--- config.mk ---
export PLATFORM = sky130hd
export DESIGN_NAME = pipeline_clk_ctrl
export DESIGN_NICKNAME = d
export VERILOG_FILES = /design/src/rtl/pipeline_clk_ctrl_pkg.sv /design/src/rtl/btn_debounce.sv /design/src/rtl/pipeline_clk_ctrl.sv
export SDC_FILE = /design/constraint.sdc
export NUM_CORES = 1
export LEC_CHECK = 0
export CAP_MARGIN = 40
export CORE_MARGIN = 4
export CORE_UTILIZATION = 49
export DETAILED_ROUTE_END_ITERATION = 12
export GPL_ROUTABILITY_DRIVEN = 0
export PLACE_DENSITY = 0.71
export SYNTH_ARGS = -nofsm -noshare
export SYNTH_HDL_FRONTEND = slang
export SYNTH_SLANG_ARGS = --single-unit
export TNS_END_PERCENT = 5
--- constraint.sdc ---
create_clock -name sysclk -period 3.3 [get_ports sysclk]
set_input_delay 0.99 -clock sysclk [delete_from_list [all_inputs] [get_ports sysclk]]
set_output_delay 0.99 -clock sysclk [all_outputs]
set_load 0.05 [all_outputs]
--- src/rtl/pipeline_clk_ctrl_pkg.sv ---
// Shared definitions for the CPU clock-enable controller: FSM state encoding,
// default timing parameters and counter widths.
package pipeline_clk_ctrl_pkg;

  typedef enum logic [1:0] {
    ST_IDLE = 2'd0,
    ST_RUN  = 2'd1,
    ST_STEP = 2'd2,
    ST_HALT = 2'd3
  } clk_state_t;

  // 100 MHz sysclk / 18 gives the free-run CPU tick rate.
  localparam int DEF_DIV       = 18;
  // 50000 cycles at 100 MHz is a 0.5 ms settle window for the push-button.
  localparam int DEF_DB_CYCLES = 50000;

  localparam int CNT_W  = 16;  // divider width, DIV up to 65535
  localparam int DB_W   = 20;  // debounce counter width, DB_CYCLES up to 2^20-1
  localparam int TICK_W = 32;

endpackage

--- src/rtl/btn_debounce.sv ---
// Push-button conditioning: 2-FF synchronizer followed by a debouncer.
// Ports:
//   sysclk - system clock, rising edge
//   reset  - asynchronous active-high reset
//   raw    - raw asynchronous button input (1 = pressed)
//   level  - debounced button level
//   rise   - one-cycle pulse, high in the first cycle level reads 1
module btn_debounce
  import pipeline_clk_ctrl_pkg::*;
#(
  parameter int DB_CYCLES = DEF_DB_CYCLES
) (
  input  logic sysclk,
  input  logic reset,
  input  logic raw,
  output logic level,
  output logic rise
);

  localparam logic [DB_W-1:0] DB_LAST = DB_W'(DB_CYCLES - 1);

  logic            sync_p0;
  logic            sync_p1;
  logic [DB_W-1:0] db_cnt_p2;

  always_ff @(posedge sysclk or posedge reset) begin
    if (reset) begin
      sync_p0   <= 1'b0;
      sync_p1   <= 1'b0;
      db_cnt_p2 <= '0;
      level     <= 1'b0;
      rise      <= 1'b0;
    end else begin
      // stage p0/p1: metastability filter
      sync_p0 <= raw;
      sync_p1 <= sync_p0;
      // stage p2: level only follows after DB_CYCLES consecutive mismatches;
      // a single matching sample restarts the run
      rise <= 1'b0;
      if (sync_p1 != level) begin
        if (db_cnt_p2 == DB_LAST) begin
          level     <= sync_p1;
          rise      <= sync_p1;
          db_cnt_p2 <= '0;
        end else begin
          db_cnt_p2 <= db_cnt_p2 + DB_W'(1);
        end
      end else begin
        db_cnt_p2 <= '0;
      end
    end
  end

endmodule

--- src/rtl/pipeline_clk_ctrl.sv ---
// CPU clock-enable controller: free-run divider, debounced single-step and
// halt/resume handling. cpu_ce is registered; the tick decision is made one
// cycle ahead, so a tick is only scheduled when the FSM will still be in the
// issuing state when the pulse becomes visible.
// Ports:
//   sysclk     - system clock, rising edge
//   reset      - asynchronous active-high reset
//   mode_run   - 1 = free-run, 0 = single-step
//   step_btn   - raw step push-button
//   halt_req   - halt request from CPU (level)
//   resume     - resume request (level)
//   cpu_ce     - one-cycle CPU clock enable per tick
//   state      - FSM state (IDLE=0, RUN=1, STEP=2, HALT=3)
//   tick_count - cpu_ce pulses issued since reset (wraps)
module pipeline_clk_ctrl
  import pipeline_clk_ctrl_pkg::*;
#(
  parameter int DIV       = DEF_DIV,
  parameter int DB_CYCLES = DEF_DB_CYCLES
) (
  input  logic              sysclk,
  input  logic              reset,
  input  logic              mode_run,
  input  logic              step_btn,
  input  logic              halt_req,
  input  logic              resume,
  output logic              cpu_ce,
  output logic [1:0]        state,
  output logic [TICK_W-1:0] tick_count
);

  localparam logic [CNT_W-1:0] DIV_LAST = CNT_W'(DIV - 1);

  clk_state_t       state_q;
  clk_state_t       state_d;
  logic [CNT_W-1:0] div_cnt;
  logic             btn_level;
  logic             btn_rise;
  logic             tick;

  btn_debounce #(.DB_CYCLES(DB_CYCLES)) u_btn (
    .sysclk (sysclk),
    .reset  (reset),
    .raw    (step_btn),
    .level  (btn_level),
    .rise   (btn_rise)
  );

  always_ff @(posedge sysclk or posedge reset) begin
    if (reset) state_q <= ST_IDLE;
    else       state_q <= state_d;
  end

  // halt_req outranks any mode_run change
  always_comb begin
    state_d = state_q;
    case (state_q)
      ST_IDLE: state_d = mode_run ? ST_RUN : ST_STEP;
      ST_RUN: begin
        if (halt_req)      state_d = ST_HALT;
        else if (!mode_run) state_d = ST_STEP;
      end
      ST_STEP: begin
        if (halt_req)     state_d = ST_HALT;
        else if (mode_run) state_d = ST_RUN;
      end
      ST_HALT: if (resume && !halt_req) state_d = ST_IDLE;
      default: state_d = ST_IDLE;
    endcase
  end

  // Ticks are scheduled only when the FSM stays put, so HALT never sees a
  // pulse and a mode switch never emits a partial tick. Presses seen outside
  // STEP are simply dropped.
  always_comb begin
    tick = 1'b0;
    case (state_q)
      ST_RUN:  tick = (div_cnt == DIV_LAST) && mode_run && !halt_req;
      ST_STEP: tick = btn_rise && btn_level && !mode_run && !halt_req;
      default: tick = 1'b0;
    endcase
  end

  always_ff @(posedge sysclk or posedge reset) begin
    if (reset) begin
      div_cnt <= '0;
    end else if (state_q == ST_RUN && state_d == ST_RUN) begin
      div_cnt <= (div_cnt == DIV_LAST) ? '0 : div_cnt + CNT_W'(1);
    end else begin
      div_cnt <= '0;
    end
  end

  always_ff @(posedge sysclk or posedge reset) begin
    if (reset) begin
      cpu_ce     <= 1'b0;
      tick_count <= '0;
    end else begin
      cpu_ce <= tick;
      if (tick) tick_count <= tick_count + TICK_W'(1);
    end
  end

  assign state = state_q;

endmodule
==> results.cfg, run 1 <==
[status]
status = finished, final reports clean

[setup_path]
rr_endpoint = tick_count[30]
reg2reg_from = div_cnt[2]
crit_required_ps = 2310
cpMaxStageDelayCell = clkdlybuf4s50_1
crit_path_end_kind = output pin
cpPeakStageDelay_ps = 860
critical_path.top_delay_family = buffers and inverters
critPathArrivalTime_ps = 1700
crit_chain = clkdlybuf4s50_1
path_class = register to output pin
crit_fanout = 5
reg2reg_depth = 6
cp-start-kind = register
r2r_slack_ps = 1100
critPathBufInv = 1

[min_path]
hold_class = register to register
holdPathEnd = u_btn.sync_p1
min-delay-start = u_btn.sync_p0
hold_depth = 0

[drt]
drt_drc_violations_left = 0
drt_pass1_iterations = 4
vias = 2662
drt_wl_total_um = 7200
wl_per_cell_um = 14.3
antenna_left = 0
first_iter_violations = 148
routed_via_density = 5.27

[pwr]
ir_drop_v = 0.000411
switching_share_pct = 31.9
finalPower_mw = 2.14
internal_power_mw = 1.45
seqPwrFrac_pct = 47.2
p_leak_nw = 1.98
p_per_area_nw_per_um2 = 484
p_comb_share_pct = 20.4
clkPwrFrac_pct = 32.4
p_switching_mw = 0.683

[clock_network]
ctsResizeCount = 0
cts_sinks = 75
cts_setup_buffers = 0
clockBufferDepth = 2
htreeDepth = 3
numCtsBuffers = 9
clk_pin_slew_ps = 80
clk_latency_ps = 350
postCtsHoldBufs = 0
cts_tree = yes
root_buffer = clkbuf_8

[global_routing]
grt_max_degree = 37
grt_usage_pct = 17.8
grt_overflow_total = 0
grt_pass1_wl_um = 12400
first_global_vias = 2689
antenna_found_initial = 0

[final_layout]
final_common_cell = dfrtp_1
fill_cells = 630
syn_to_final_growth_pct = 19.3
final_cell_mix = dfrtp_1, nor2_1, clkdlybuf4s50_1, xor2_1, xnor2_1
n_antenna_cell = 0
layout-drive-gt1-share_pct = 8.87
stdcell_area_um2 = 4420
final_nets = 415

[die]
die_h_um = 95.0
rows = 31
ios = 41
start_util_pct = 50.8
die_w_um = 95.0
die_area_um2 = 9020
core-area_um2 = 7290

[place]
placed_cell_area_um2 = 4230
portBuffers = 40
dp_hpwl_um = 4970

[logic_synthesis]
syn-cell-area_um2 = 3700
ys_types = 43
synth_flop_cell = dfrtp_1
synthCells = 353
syn_nets = 367
synth_enable_flop_cells = 0
async_flop_share_pct = 100
ys_ff_latch = 75
avgSynthCellArea_um2 = 10.5
yosysWarnings = 0
ys_seq_area_share_pct = 50.7

[timing]
setup_viol_count_final = 0
worst_clock_skew_ps = 10.4
max_slew.worst_pin.slew_ps = 722
period_share_pct = 81.4
hold_viol_final = 0
slew_viol_final = 0
rsz0062_at_grt = false
fin_tns_setup_ps = 0
fmax_mhz = 372
layout_min_cycle_time_ps = 2690
slew_headroom_pct = 51.8

[run]
drv_cap = 0
## Yosys cell counts, types with 3 or more instances
library cell,n,area share (%)
and4_1,6,1.4
nor4_1,5,0.84
nand3_1,21,2.8
nand4_1,21,3.5
inv_1,13,1.3
nor2_1,45,4.6
xor2_1,34,8.0
buf_2,3,0.41
ha_1,8,2.7
nor3_4,3,1.3
and2_1,7,1.2
a2111oi_0,3,0.71
dfrtp_1,75,51
nor3_1,8,1.1
xnor2_1,30,7.1
and3_1,10,1.7
nand2_1,27,2.7
## cells by family after synthesis
family	Yosys count	synth area share, %
compound gates	11	2.36
xor+xnor	64	15.1
fa+ha+maj	9	2.97
buf+inv	21	2.67
flops	75	50.7
mux	1	0.304
simple gates	172	25.9
## sequential cells by signal (all words and copies together) (netlist names)
| register | count |
|---|---|
| u_btn.db_cnt_p2 | 20 |
| div_cnt | 16 |
| u_btn.rise | 1 |
| tick_count | 32 |
| u_btn.sync_p0 | 1 |
| u_btn.level | 1 |
| cpu_ce | 1 |
| state | 2 |
| u_btn.sync_p1 | 1 |
## worst max path at each step
| stage | startpoint | end | slack (ps) | depth (start not counted) |
|---|---|---|---|---|
| 2_1_floorplan | reset | cpu_ce | 400 | 1 |
| 3_3_place_gp | mode_run | tick_count[9] | 500 | 7 |
| 3_5_place_dp | mode_run | tick_count[9] | 470 | 7 |
| 4_1_cts | tick_count[12] | tick_count[12] | 610 | 1 |
| 5_1_grt | tick_count[15] | tick_count[15] | 560 | 1 |
| 6_report | tick_count[9] | tick_count[9] | 610 | 1 |
## metal layers
metal  GRT usage (%)  routed length, um
met1            24.9               3540
met2            25.5               3180
met3            4.62                331
met4            9.25                147
met5               0                  0
## area by class of cell
type	count	area, um^2	area share, %
Sequential cell	75	1880	42.5
Inverter	14	53.8	1.22
Clock buffer	9	124	2.80
Timing Repair Buffer	44	443	10.0
Multi-Input combinational cell	257	1730	39.1
Tap cell	99	124	2.80
Clock inverter	7	68.8	1.56
## power groups by stage
stage                     clock network (mW)  logic [mW]  registers [mW]
after global routing                   0.753       0.480            1.02
after global placement                     0       0.431            1.03
after CTS                              0.715       0.441            1.01
final                                  0.693       0.436            1.01
after floorplan                            0       0.217            1.12
after detailed placement                   0       0.439            1.03
## stage by stage
| step | setup slack, ps | utilization, % | hold WS, ps | cells |
|---|---|---|---|---|
| after floorplan | 400 | - | 331 | 353 |
| after global placement | 503 | 58.0 | 380 | 489 |
| after detailed placement | 471 | 58.0 | 369 | 489 |
| after CTS | 606 | 60.6 | 392 | 505 |
| after global routing | 559 | 60.6 | 401 | 505 |
| final | 613 | 60.6 | 388 | 505 |
## worst reg2reg max path: stages, from the launching register on
cell      delay (ps)
dfrtp_1          450
or4_4            550
nor4_2           310
o21bai_2         120
buf_4            230
nor3b_1          290
xor2_1           180
Note: power is estimated with default switching activity, not from simulation.
==> inputs of run 2 (changes only) <==
==> constraint.sdc (replaced) <==
create_clock -name sysclk -period 2.51 [get_ports sysclk]
set_input_delay 0.753 -clock sysclk [delete_from_list [all_inputs] [get_ports sysclk]]
set_output_delay 0.753 -clock sysclk [all_outputs]
set_load 0.05 [all_outputs]
==> run 2 against run 1 <==
Net effect:
- worst hold slack gained 10 ps
- combinational power rose by 42%
- cell count grew 0.59%
- wire length up 0.60%
- register-to-register slack worse by 740 ps
- flip-flop and latch count did not move
- global-route usage down 0.23 points
- first-iteration DRC count shrank 17%
- critical endpoint is now tick_count[12]
- largest cell class unchanged
==> results.cfg, run 2 (synthesis gave the netlist of run 1 again) <==
[global_routing]
grt_overflow_total = 0
grt_pass1_wl_um = 12500
grt_max_degree = 27
antenna_found_initial = 0
grt_usage_pct = 17.6
first_global_vias = 2685

[final_layout]
top_regs = tick_count (32), u_btn.db_cnt_p2 (20), div_cnt (16)
final_nets = 419
layout-drive-gt1-share_pct = 9.54
final_util_pct = 61.6
top_register = tick_count
final_common_cell = dfrtp_1
syn_to_final_growth_pct = 21.3
n_antenna_cell = 0
largest_register_ffs = 32
stdcell_area_um2 = 4490
final_cell_mix = dfrtp_1, nor2_1, clkdlybuf4s50_1, xor2_1, xnor2_1

[die]
die_w_um = 95.0
die_h_um = 95.0
die_area_um2 = 9020
ios = 41
core-area_um2 = 7290
start_util_pct = 50.8
rows = 31

[drt]
drt_pass1_iterations = 4
vias = 2674
met1_length_um = 3560
first_iter_violations = 123
routed_via_density = 5.26
drt_drc_violations_left = 0
routed-wl-met3_um = 291
drt_wl_total_um = 7240
routed.top_layer = met4
antenna_left = 0
wl_met2_um = 3260
wl_per_cell_um = 14.3

[setup_path]
crit_fanout = 6
reg2reg_depth = 6
critPathBufInv = 1
crit_chain = clkdlybuf4s50_1
r2r_slack_ps = 360
critPathArrivalTime_ps = 1670
crit_path_end_kind = output pin
endpoint = tick_count[12]
cpMaxStageDelayCell = clkdlybuf4s50_1
cp-start-kind = register
crit_cells = 1
cpPeakStageDelay_ps = 850
critical_path.top_delay_family = buffers and inverters
reg2reg_from = div_cnt[9]
path_class = register to output pin
rr_endpoint = tick_count[29]
crit_required_ps = 1760
cp-startpoint = tick_count[12]

[pwr]
p_per_area_nw_per_um2 = 630
switching_share_pct = 31.3
clkPwrFrac_pct = 31.2
p_switching_mw = 0.887
finalPower_mw = 2.83
ir_drop_v = 0.000502
p_comb_share_pct = 21.9
internal_power_mw = 1.94
seqPwrFrac_pct = 46.9
p_leak_nw = 2.04

[timing]
fmax_mhz = 412
worst_slack_ps = 84.5
slew_viol_final = 0
period_share_pct = 96.6
setup_viol_count_final = 0
rsz0062_at_grt = false
hold_viol_final = 0
max_slew.worst_pin.slew_ps = 489
layout_min_cycle_time_ps = 2430
worst_clock_skew_ps = 8.66
slew_headroom_pct = 66.5
fin_tns_setup_ps = 0

[min_path]
hold_class = register to register

[place]
pre_cts_ws_ps = -15.7
portBuffers = 40
placed_cell_area_um2 = 4310
dp_hpwl_um = 5090

[clock_network]
cts_tree = yes
clk_latency_ps = 340
clockBufferDepth = 2
clk_pin_slew_ps = 80
cts_sinks = 75
htreeDepth = 3
numCtsBuffers = 9
cts_setup_buffers = 0
root_buffer = clkbuf_8

[run]
drv_cap = 0

[status]
status = finished, final reports clean
[run 2: cell count changes in the layout (fill, tap and decap cells not counted)]
cell             previous run  this run
clkinv_2                    4         5
inv_2                       1         0
clkdlybuf4s50_1            40        39
buf_12                      1         5
dlymetal6s2s_1              0         1
clkinv_4                    1         0
[run 2: worst min path at each step]
stage | startpoint | to | slack [ps] | depth (start not counted)
floorplan | u_btn.sync_p0 | u_btn.sync_p1 | 330 | 0
global placement | u_btn.sync_p0 | u_btn.sync_p1 | 390 | 0
detailed placement | u_btn.sync_p0 | u_btn.sync_p1 | 390 | 0
CTS | u_btn.sync_p0 | u_btn.sync_p1 | 420 | 0
global route | u_btn.sync_p0 | u_btn.sync_p1 | 420 | 0
finish | u_btn.sync_p0 | u_btn.sync_p1 | 400 | 0
[run 2: per-stage QoR]
| step | hold WS, ps | instances |
|---|---|---|
| after global placement | 388 | 493 |
| after detailed placement | 389 | 493 |
| after floorplan | 331 | 353 |
| after CTS | 421 | 508 |
| after global routing | 420 | 508 |
| final | 399 | 508 |
[run 2: power by group through the flow]
stage,sequential (mW),clock [mW],combinational [mW]
floorplan,1.47,0,0.285
global placement,1.35,0,0.614
detailed placement,1.35,0,0.622
CTS,1.33,0.912,0.625
global route,1.34,0.954,0.681
finish,1.33,0.882,0.620
[run 2: layer usage]
layer | GRT usage, % | up-vias
met5 | 0 | -
met4 | 8.05 | 0
met3 | 4.54 | 12
met2 | 25.9 | 53
met1 | 24.4 | 1295
li1 | - | 1314
[run 2: final cells by class]
class,count,area (um^2)
fill,621,2800
sequential,75,1880
multi-input combinational,257,1730
timing repair buffer,48,526
clock buffer,9,124
tap,99,124
clock inverter,6,57.6
inverter,14,57.6
[run 2: repair_timing]
item | in CTS | in global routing
resized for setup | 0 | 1
hold buffers | 0 | 0
setup endpoints to repair | 0 | 1
